### src/rtl/shift_seq_ctrl.sv
// Command sequencer driving a shift register's d/en/dir for exactly `count` enabled clocks.
// Optional feature macro SHIFT_SEQ_CAPTURE_EN adds sr_out capture into result at completion.
module shift_seq_ctrl #(
    parameter int WIDTH = 8,
    parameter int CNT_W = 4
) (
    input  logic             clk,
    input  logic             rstn,
    input  logic             cmd_valid,
    output logic             cmd_ready,
    input  logic [1:0]       cmd_dir,
    input  logic [CNT_W-1:0] cmd_count,
    input  logic [WIDTH-1:0] cmd_data,
    input  logic             cmd_abort,
`ifdef SHIFT_SEQ_CAPTURE_EN
    input  logic [WIDTH-1:0] sr_out,
    output logic [WIDTH-1:0] result,
`endif
    output logic [WIDTH-1:0] sr_d,
    output logic             sr_en,
    output logic [1:0]       sr_dir,
    output logic             busy,
    output logic             done,
    output logic             aborted
);

    typedef enum logic [1:0] {
        IDLE  = 2'd0,
        SHIFT = 2'd1,
        DONE  = 2'd2
    } state_t;

    localparam logic [CNT_W-1:0] CNT_ONE = CNT_W'(1);

    state_t           state_q;
    state_t           state_d;
    logic [CNT_W-1:0] remaining_q;
    logic [CNT_W-1:0] remaining_d;
    logic             abort_q;
    logic             abort_d;
    logic             accept;

    // cmd_ready is itself a register, so it is low on the first edge after reset release.
    assign accept = cmd_valid & cmd_ready;

    always_comb begin
        state_d     = state_q;
        remaining_d = remaining_q;
        abort_d     = abort_q;
        case (state_q)
            IDLE: begin
                if (accept) begin
                    abort_d = 1'b0;
                    if (cmd_count == '0) begin
                        state_d = DONE;
                    end else begin
                        state_d     = SHIFT;
                        remaining_d = cmd_count;
                    end
                end
            end
            SHIFT: begin
                // The last enable always completes normally, even with abort high.
                if (remaining_q <= CNT_ONE) begin
                    state_d = DONE;
                end else if (cmd_abort) begin
                    state_d = DONE;
                    abort_d = 1'b1;
                end else begin
                    remaining_d = remaining_q - CNT_ONE;
                end
            end
            DONE: begin
                state_d = IDLE;
            end
            default: begin
                state_d = IDLE;
            end
        endcase
    end

    always_ff @(posedge clk) begin
        if (!rstn) begin
            state_q     <= IDLE;
            remaining_q <= '0;
            abort_q     <= 1'b0;
            cmd_ready   <= 1'b0;
            busy        <= 1'b0;
            sr_en       <= 1'b0;
            sr_d        <= '0;
            sr_dir      <= 2'b00;
            done        <= 1'b0;
            aborted     <= 1'b0;
        end else begin
            state_q     <= state_d;
            remaining_q <= remaining_d;
            abort_q     <= abort_d;
            cmd_ready   <= (state_d == IDLE);
            busy        <= (state_d != IDLE);
            sr_en       <= (state_d == SHIFT);
            done        <= (state_q == DONE);
            aborted     <= (state_q == DONE) && abort_q;
            if (accept) begin
                sr_d   <= cmd_data;
                sr_dir <= cmd_dir;
            end
        end
    end

`ifdef SHIFT_SEQ_CAPTURE_EN
    always_ff @(posedge clk) begin
        if (!rstn) begin
            result <= '0;
        end else if (state_q == DONE) begin
            result <= sr_out;
        end
    end
`endif

endmodule

### config.mk
export PLATFORM = sky130hd
export DESIGN_NAME = shift_seq_ctrl
export DESIGN_NICKNAME = d
export VERILOG_FILES = /design/src/rtl/shift_seq_ctrl.sv
export SDC_FILE = /design/constraint.sdc
export NUM_CORES = 1
export LEC_CHECK = 0
export BUFFER_PORTS_ARGS = -buffer_cell sky130_fd_sc_hd__buf_2
export CAP_MARGIN = 10
export CORE_MARGIN = 5
export CORE_UTILIZATION = 52
export DETAILED_ROUTE_END_ITERATION = 10
export GPL_ROUTABILITY_DRIVEN = 0
export GPL_TIMING_DRIVEN = 0
export PLACE_DENSITY = 0.82
export SETUP_SLACK_MARGIN = 0.05
export SLEW_MARGIN = 30
export SYNTH_ARGS = -nofsm -noshare
export SYNTH_HDL_FRONTEND = slang
export SYNTH_SLANG_ARGS = --single-unit
export TNS_END_PERCENT = 50
### constraint.sdc
create_clock -name clk -period 2.1 [get_ports clk]
set_input_delay 0.42 -clock clk [delete_from_list [all_inputs] [get_ports clk]]
set_output_delay 0.42 -clock clk [all_outputs]
set_load 0.01 [all_outputs]
==> results.json <==
{
  "r2r_start": "remaining_q[0]$_SDFFE_PN0P_",
  "setup_tns_ns": 0,
  "cts_tree": "built",
  "dp_slack_ns": 0.494,
  "ctsResizeCount": 0,
  "layout_setup_ws_ns": 0.484,
  "numCtsBuffers": 3,
  "die_x_um": 53.4,
  "setup.worst_path.start": "remaining_q[0]$_SDFFE_PN0P_",
  "synthXorXnorAreaFrac_pct": 0,
  "die_h_um": 53.4,
  "swShare_pct": 25.5,
  "whs_path_depth": 3,
  "dp_hpwl_um": 1690,
  "synth-seq-cells": 22,
  "slew_headroom_pct": 71.2,
  "diodes": 0,
  "placed_cells": 171,
  "antenna_found_initial": 0,
  "vdd_drop_max_v": 0.000490,
  "path_class": "flop to flop",
  "drive_gt1_share_pct": 28.0,
  "finalCritPeriodShare_pct": 77.0,
  "p_switching_uw": 207,
  "avgSynthCellArea_um2": 8.58,
  "max_freq_mhz": 619,
  "status": "completed",
  "ios": 33,
  "synth_compound_area_share_pct": 21.0,
  "synthMuxAreaShare_pct": 1.02,
  "post_cts_buffers": 0,
  "track_usage_pct": 16.9,
  "finalPower_uw": 815,
  "initial_core_util_pct": 55.5,
  "ys_seq_area_share_pct": 45.0,
  "clk_pin_slew_ns": 0.11,
  "grt_pass1_vias": 893,
  "mostFrequentLayoutCells": "33 x buf_2, 23 x nand2_1, 22 x dfxtp_1",
  "clkLatencyLatePin_ns": 0.29,
  "routed_wl_um": 2120,
  "combinationalPowerShare_pct": 16.9,
  "holdBufCountCts": 0,
  "port_buffers": 32,
  "vias": 906,
  "grt_pass1_wl_um": 3620,
  "first_pass_iters": 4,
  "p_leak_nw": 0.555,
  "netlist-cell-type-count": 32,
  "required_ns": 2.30,
  "whs_ns": 0.341,
  "synth_top_area_cell": "dfxtp_1",
  "slew_violations": 0,
  "antenna_left": 0,
  "coreArea_um2": 1760,
  "hold_violations": 0,
  "seqPwrFrac_pct": 55.7,
  "finish.utilization_pct": 68.4,
  "critPathMaxFanout": 6,
  "worstMarginPinSlew_ns": 0.431,
  "crit_arrival_ns": 1.82,
  "crit_family": "compound AO/OA/AOI/OAI gates",
  "period_needed_ns": 1.62,
  "grt_setup_unrepaired": "no",
  "clock-root-buffer": "clkbuf_4",
  "synth_top_family_by_area": "simple AND/OR/NAND/NOR gates",
  "critical_path.startpoint_type": "flop",
  "synth_cells": 114,
  "hold_class": "input port to flop",
  "fin_skew_ns": 0.00210,
  "drc_errors": 0,
  "gr-total-overflow": 0,
  "die-area_um2": 2850,
  "cp_num_buf_inv": 1,
  "powerDensity_nw_per_um2": 676,
  "cts.sinks": 22,
  "viasPerCell": 5.18,
  "cp.depth": 6,
  "final_area_um2": 1210,
  "synth.area.top_cells": "dfxtp_1 45%, nand2_1 8.8%, a21boi_1 8.4%",
  "grt_max_degree": 13,
  "finalNonFillerCells": 175,
  "syn_nets": 134,
  "r2r_setup_slack_ns": 0.48,
  "drt-wirelength-per-cell_um": 12.1,
  "htreeDepth": 1,
  "synthesis.area_um2": 978,
  "crit_end": "remaining_q[3]$_SDFFE_PN0P_",
  "r2r_cells": 6,
  "mostFrequentLayoutCell": "buf_2",
  "r2r_end": "remaining_q[3]$_SDFFE_PN0P_",
  "synth-simple-area-share_pct": 25.7,
  "synthAdderAreaFrac_pct": 2.56,
  "rows": 15,
  "clkPwrFrac_pct": 27.3,
  "ys.warnings.count": 0,
  "nNetsFinal": 171,
  "crit_path_cell_trace": "inv_1 > ha_1 > nor2_1 > o311a_1 > o21ai_0 > a32o_2",
  "place_area_um2": 1170,
  "drt_iter0_drc": 22,
  "cp-end-kind": "flop",
  "area_delta_synth_final_pct": 23.3,
  "slowest_delay_ns": 0.43,
  "synth_top_area_share_pct": 45.0,
  "slowest_stage": "dfxtp_1",
  "p_int_uw": 608,
  "setup_viol": 0,
  "ctsLongestPathBuffers": 2,
  "drv_cap": 0
}
==> layout make-up <==
cell class                      count  area [µm²]
Clock buffer                        4        36.3
Sequential cell                    22         440
Inverter                            5        18.8
Multi-Input combinational cell     81         492
Tap cell                           25        31.3
Buffer                              6        27.5
Fill cell                         172         558
Timing Repair Buffer               32         160
==> synth_stat cells <==
master and number:
o31ai_1 1, and3b_1 1, o31a_1 1, or3_1 2, dfxtp_1 22, nor3_1 4
nand3_1 1, ha_1 2, nor4bb_1 1, a21boi_1 11, a32o_1 1, o211ai_1 2
and2_1 5, buf_4 1, nor2b_1 2, a32o_2 1, nand2_1 23, nor4_2 1
a21oi_1 4, o311a_1 1, nor2_1 6, o21ai_0 3, buf_2 1, nand4_1 1
o21a_1 1, o311ai_1 1, inv_1 5, a21oi_2 1, mux2i_1 1, or3_4 1
clkbuf_1 4, nand2b_1 2
==> layer usage <==
metal,routed length [µm],GRT usage (%)
met1,925,19.1
met4,8,3.83
met2,1070,31.2
met3,117,3.94
met5,0,0
==> sequential cells by signal, indices dropped and copies added (netlist names) <==
signal	flops
sr_dir	2
busy	1
done	1
cmd_ready	1
remaining_q	4
sr_en	1
sr_d	8
aborted	1
abort_q	1
state_q	2
==> kinds of logic (layout without fill, tap and decap cells) <==
family	after synthesis	count (layout)
and+or+nand+nor	50	50
AOI/OAI and AO/OA	28	28
DFF	22	22
buffers and inverters	11	47
adders and majority gates	2	2
muxes	1	1
==> how the worst min path moves through the flow <==
stage,startpoint,to,slack (ns)
detailed placement,sr_d[7]$_SDFFE_PN0N_,sr_d[7]$_SDFFE_PN0N_,0.44
global placement,sr_d[7]$_SDFFE_PN0N_,sr_d[7]$_SDFFE_PN0N_,0.44
CTS,cmd_data[2],sr_d[2]$_SDFFE_PN0N_,0.34
global route,cmd_data[5],sr_d[5]$_SDFFE_PN0N_,0.33
finish,cmd_data[4],sr_d[4]$_SDFFE_PN0N_,0.34
floorplan,abort_q$_SDFFE_PN0P_,aborted$_SDFF_PN0_,0.43
==> power groups by stage <==
| stage | clock [mW] | combinational, mW | sequential [mW] |
|---|---|---|---|
| 6_report | 0.223 | 0.138 | 0.454 |
| 4_1_cts | 0.233 | 0.139 | 0.454 |
| 5_1_grt | 0.252 | 0.158 | 0.457 |
| 3_5_place_dp | 0 | 0.139 | 0.464 |
| 2_1_floorplan | 0 | 0.0811 | 0.468 |
| 3_3_place_gp | 0 | 0.135 | 0.462 |
==> worst register-to-register path: stages (launching register included) <==
cell and delay (ns):
dfxtp_1 0.43, inv_1 0.08, ha_1 0.23, nor2_1 0.17, o311a_1 0.24, o21ai_0 0.11
a32o_2 0.26
Power figures use the tool's default switching activity.
